===== src/rtl/ring_decoder.sv =====
// ring_decoder
//   Receive-side checker for a one-hot ring counter. Each sampled pattern must
//   be one-hot and must be the left rotation of the previous one-hot sample.
//   After LOCK_CNT consecutive correct rotations the decoder reports lock.
//   The hot-bit position is reported in binary, and sequence / one-hot
//   violations are counted in a saturating counter.
//
// Ports
//   clk        in   rising-edge clock
//   rst        in   synchronous reset, active-high (priority over ring_vld)
//   ring_in    in   [DATA_WID]  ring pattern under test
//   ring_vld   in   ring_in is sampled this cycle
//   idx_out    out  [$clog2(DATA_WID)]  hot-bit index of the last one-hot sample
//   idx_vld    out  one-cycle pulse, idx_out was updated
//   locked     out  decoder is in LOCK
//   onehot_err out  one-cycle pulse, sample was not one-hot
//   seq_err    out  one-cycle pulse, one-hot sample was not the expected rotation
//   err_count  out  [ERR_WID]  saturating count of counted error events
module ring_decoder #(
    parameter int DATA_WID = 4,
    parameter int LOCK_CNT = 2,
    parameter int ERR_WID  = 8
) (
    input  logic                        clk,
    input  logic                        rst,
    input  logic [DATA_WID-1:0]         ring_in,
    input  logic                        ring_vld,
    output logic [$clog2(DATA_WID)-1:0] idx_out,
    output logic                        idx_vld,
    output logic                        locked,
    output logic                        onehot_err,
    output logic                        seq_err,
    output logic [ERR_WID-1:0]          err_count
);

    localparam int IDX_W   = $clog2(DATA_WID);
    localparam int MATCH_W = $clog2(LOCK_CNT + 1);

    typedef enum logic [1:0] {
        HUNT = 2'd0,
        ACQ  = 2'd1,
        LOCK = 2'd2
    } state_t;

    state_t              state_q, state_d;
    logic [DATA_WID-1:0] prev_q, prev_d;
    logic [MATCH_W-1:0]  match_q, match_d;
    logic [IDX_W-1:0]    idx_q, idx_d;
    logic                idx_vld_q, idx_vld_d;
    logic                oh_err_q, oh_err_d;
    logic                seq_err_q, seq_err_d;
    logic [ERR_WID-1:0]  err_q, err_d;

    logic                is_onehot;
    logic                is_expected;
    logic [IDX_W-1:0]    hot_idx;
    logic [MATCH_W-1:0]  match_inc;
    logic                bump;

    function automatic logic [DATA_WID-1:0] rotl(input logic [DATA_WID-1:0] v);
        return {v[DATA_WID-2:0], v[DATA_WID-1]};
    endfunction

    function automatic logic [IDX_W-1:0] hot_pos(input logic [DATA_WID-1:0] v);
        logic [IDX_W-1:0] pos;
        pos = '0;
        for (int i = 0; i < DATA_WID; i++) begin
            if (v[i]) pos = IDX_W'(i);
        end
        return pos;
    endfunction

    assign is_onehot   = ($countones(ring_in) == 1);
    assign is_expected = (ring_in == rotl(prev_q));
    assign hot_idx     = hot_pos(ring_in);
    assign match_inc   = match_q + MATCH_W'(1);

    always_comb begin
        state_d   = state_q;
        prev_d    = prev_q;
        match_d   = match_q;
        idx_d     = idx_q;
        idx_vld_d = 1'b0;
        oh_err_d  = 1'b0;
        seq_err_d = 1'b0;
        bump      = 1'b0;

        if (ring_vld) begin
            // Any one-hot sample updates the index and becomes the new
            // reference, including a mismatching one (ACQ re-seeds from it).
            if (is_onehot) begin
                idx_d     = hot_idx;
                idx_vld_d = 1'b1;
                prev_d    = ring_in;
            end

            unique case (state_q)
                HUNT: begin
                    // Errors while hunting are flagged but not counted.
                    if (is_onehot) begin
                        state_d = ACQ;
                        match_d = '0;
                    end else begin
                        oh_err_d = 1'b1;
                    end
                end
                ACQ: begin
                    if (!is_onehot) begin
                        oh_err_d = 1'b1;
                        bump     = 1'b1;
                        state_d  = HUNT;
                    end else if (is_expected) begin
                        match_d = match_inc;
                        if (match_inc == MATCH_W'(LOCK_CNT)) state_d = LOCK;
                    end else begin
                        seq_err_d = 1'b1;
                        bump      = 1'b1;
                        match_d   = '0;
                    end
                end
                LOCK: begin
                    if (!is_onehot) begin
                        oh_err_d = 1'b1;
                        bump     = 1'b1;
                        state_d  = HUNT;
                    end else if (!is_expected) begin
                        seq_err_d = 1'b1;
                        bump      = 1'b1;
                        match_d   = '0;
                        state_d   = ACQ;
                    end
                end
                default: state_d = HUNT;
            endcase
        end

        err_d = (bump && (err_q != '1)) ? err_q + ERR_WID'(1) : err_q;
    end

    always_ff @(posedge clk) begin
        if (rst) begin
            state_q   <= HUNT;
            prev_q    <= '0;
            match_q   <= '0;
            idx_q     <= '0;
            idx_vld_q <= 1'b0;
            oh_err_q  <= 1'b0;
            seq_err_q <= 1'b0;
            err_q     <= '0;
        end else begin
            state_q   <= state_d;
            prev_q    <= prev_d;
            match_q   <= match_d;
            idx_q     <= idx_d;
            idx_vld_q <= idx_vld_d;
            oh_err_q  <= oh_err_d;
            seq_err_q <= seq_err_d;
            err_q     <= err_d;
        end
    end

    assign idx_out    = idx_q;
    assign idx_vld    = idx_vld_q;
    assign locked     = (state_q == LOCK);
    assign onehot_err = oh_err_q;
    assign seq_err    = seq_err_q;
    assign err_count  = err_q;

endmodule


===== config.mk =====
export PLATFORM = sky130hd
export DESIGN_NAME = ring_decoder
export DESIGN_NICKNAME = d
export VERILOG_FILES = /design/src/rtl/ring_decoder.sv
export SDC_FILE = /design/constraint.sdc
export NUM_CORES = 1
export LEC_CHECK = 0
export CAP_MARGIN = 10
export CORE_UTILIZATION = 46
export DETAILED_ROUTE_END_ITERATION = 8
export HOLD_SLACK_MARGIN = 0.06
export PLACE_DENSITY = 0.82
export SLEW_MARGIN = 10
export SYNTH_ARGS = -nofsm -noshare
export SYNTH_HDL_FRONTEND = slang
export SYNTH_SLANG_ARGS = --single-unit
export TNS_END_PERCENT = 5

===== constraint.sdc =====
create_clock -name clk -period 2.8 [get_ports clk]
set_input_delay 0.28 -clock clk [delete_from_list [all_inputs] [get_ports clk]]
set_output_delay 0.28 -clock clk [all_outputs]
set_load 0.03 [all_outputs]

==> key figures <==
Run status
  – Outcome: finished, final reports clean

Timing
  – Period minus WS final: 2.64 ns
  – Worst-margin pin slew: 0.628 ns
  – Clock skew: 0.00367 ns
  – Setup ws final: 0.159 ns
  – Setup-failing EPs final: 0
  – Fmax: 379 MHz
  – RSZ-0062 raised after global routing: no
  – WHS: 0.479 ns
  – Fin crit share: between 90% and 100%
  – Setup TNS: 0 ns
  – Slew Limit Headroom: around three fifths
  – Final Hold Fails: 0
  – Final Max Tran Viols: 0

Placement
  – Pre-CTS setup slack: -0.486 ns
  – Placed cell count: between 150 and 200
  – Post-DP HPWL: between 1500 and 2000 um
  – Port bufs: 20
  – GPL Wtd Cong: 0.860
  – Post-DP Area: ~1500 um^2

Global routing
  – Vias in the first global route: 983
  – Total grt overflow: 0
  – GRT Resource Usage Total: 20.4%
  – Initial antenna violation count: 0
  – First-pass GRT wire length: about 4000 um
  – Largest net degree at the start of global routing: 18

Layout
  – Fraction of layout cells with a size suffix above 1: 17.2%
  – Finished Layout Cells: 197
  – Area grow syn2layout: 31.2%
  – Fin area: 1490 um^2
  – Antenna Cells: 0
  – Nets@finish: 186

Synth
  – Synth Cell Area: 1130 um^2
  – Cell variety after synth: 33
  – Sequential area share after synthesis: 37.0%
  – Mean Syn Cell Area: 8.60 um^2
  – Post-synth top flop: dfxtp_1
  – Cell count after synthesis: about 130
  – Flop and latch count out of synthesis: 21
  – Asr flop ratio synth: 0%
  – Mapped Nets: 148
  – Post-synth EDFFs: 0
  – Yosys warning count: 0

CTS
  – Reg clk slew, reported paths: 0.11 ns
  – H-tree depth: 1
  – Deepest clock path buffer count: 2
  – Sink Count: 21
  – Clock latency at the later pin of the worst-skew pair: 0.30 ns
  – CTS buffer count: 3
  – Clock root cell: clkbuf_4
  – CTS tree: built

Hold path
  – HP Class: reg2reg

Route
  – Residual DRC: 0
  – Drt pass-1 iters: 4
  – Total vias in the final route: about 1100
  – Avg WL per Cell: 11.8 um
  – Drt initial violations: 25
  – Drt total wl: 2330 um
  – Via density: roughly 5.4
  – Post-route ant nets: 0

Worst setup path
  – Max incr delay on CP: 0.53 ns
  – Critical-path cell list: dlygate4sd2_1 -> inv_2 -> fa_1 -> inv_1 -> ha_1 -> ha_1 -> or3b_4 -> a21oi_2 -> o21ai_2 -> or4_1 -> a21oi_1
  – Maximum fanout along the worst path: 4
  – Critical Path Sink Type: flop
  – Crit-path slowest cell: fa_1
  – Worst path required time: 3.02 ns
  – CP Class: in2reg
  – Signal arrival time at the worst endpoint: 2.86 ns
  – Most used cell, CP: ha_1
  – Critical Path Start Type: primary input

Pwr
  – Pwr dens: 434 nW/um^2
  – Leakage: 0.591 nW
  – Peak supply drop: 354 uV

Floorplan
  – Starting Density: ~50%
  – Ports: 21
  – Row cnt: 17
  – Core Area: 2280 um^2
  – Die area: 2670 um^2
  – Die width: 51.7 um
  – Die Y: 51.7 um

Run
  – Number of max-cap violations: 0
## final cells by class
class / count / area, um^2
Clock buffer: 4 / 26.3
Inverter: 11 / 41.3
Multi-Input combinational cell: 97 / 649
Timing Repair Buffer: 36 / 317
Sequential cell: 21 / 420
Tap cell: 28 / 35.0
Fill cell: 193 / 787
## flip-flops by register name, summed over array words and instances, names as in the netlist
name,cells
match_q,2
prev_q,4
idx_out,2
onehot_err,1
seq_err,1
idx_vld,1
err_count,8
state_q,2
## report_power, final
group / internal, mW / leakage (nW) / total (mW) / switching (mW)
sequential: 0.311 / 0.170 / 0.320 / 0.00857
clock: 0.0554 / 0.0150 / 0.144 / 0.0884
combinational: 0.0917 / 0.406 / 0.183 / 0.0912
## through the flow
step | util, % | power (mW)
6_report | 65.4 | 0.647
5_1_grt | 65.4 | 0.690
4_1_cts | 65.4 | 0.651
3_5_place_dp | 64.3 | 0.506
3_3_place_gp | 64.3 | 0.501
2_1_floorplan | - | 0.431
## per-layer routing
metal  wire length [um]  track usage [%]
met4                  0             6.76
met1               1080             24.6
met5                  0                0
met3                110             3.51
met2               1140             36.1
## worst max-delay path: cells and delay by family
| family | cells | cell delay (ns) |
|---|---|---|
| AND/OR/NAND/NOR | 2 | 0.90 |
| AO/OA/AOI/OAI | 3 | 0.35 |
| adder cells (fa/ha/maj) | 3 | 1.02 |
| buffers and inverters | 3 | 0.32 |
## kinds of logic (layout without fill, tap and decap cells)
logic type | after synthesis | count (layout) | share of synthesized area [%]
and+or+nand+nor | 52 | 52 | 22.5
AOI/OAI and AO/OA | 21 | 21 | 11.4
DFF | 21 | 21 | 37.0
buffers and inverters | 14 | 51 | 5.95
adders and majority gates | 9 | 9 | 10.6
xor gates and xnor gates | 8 | 8 | 6.17
muxes | 7 | 7 | 6.39
## final timing paths
| kind | slack (ns) | depth (start not counted) | to | from |
|---|---|---|---|---|
| setup / recovery | 0.16 | 11 | state_q[0] | ring_in[0] |
| hold / removal | 0.48 | 2 | prev_q[0] | prev_q[0] |
| setup reg to reg | 0.99 | 7 | err_count[5] | state_q[0] |
| hold reg to reg | 0.48 | 2 | prev_q[0] | prev_q[0] |
## cell usage in the layout (no fill, tap or decap), types with 5 or more instances in the layout
cell type	n
ha_1	8
o21ai_0	5
dfxtp_1	21
nand4_1	5
nand2_1	14
clkdlybuf4s50_1	17
xnor2_1	5
buf_4	16
a21oi_1	10
inv_1	8
mux2i_1	5
nor2_1	16
## cells in the mapped netlist, drive strengths merged, types with 2 or more instances
cell type / number / area [um^2]
ha: 8 / 100
o21ai: 6 / 33.8
and4: 2 / 18.8
nand4: 5 / 31.3
mux2i: 5 / 50.1
nor3: 3 / 15.0
nand3: 3 / 15.0
xor2: 3 / 26.3
a21oi: 11 / 58.8
or4: 2 / 15.0
dfxtp: 21 / 420
buf: 2 / 22.5
nand2: 14 / 52.6
mux2: 2 / 22.5
inv: 11 / 41.3
xnor2: 5 / 43.8
nor2: 16 / 60.1
## repair_timing
| action | 4_1_cts | 5_1_grt |
|---|---|---|
| gates resized for setup | 7 | 0 |
| endpoints found under the setup margin | 6 | 0 |
| setup buffers | 0 | 0 |
| hold buffers | 0 | 0 |
No activity file was read; power rests on OpenSTA's default activity.
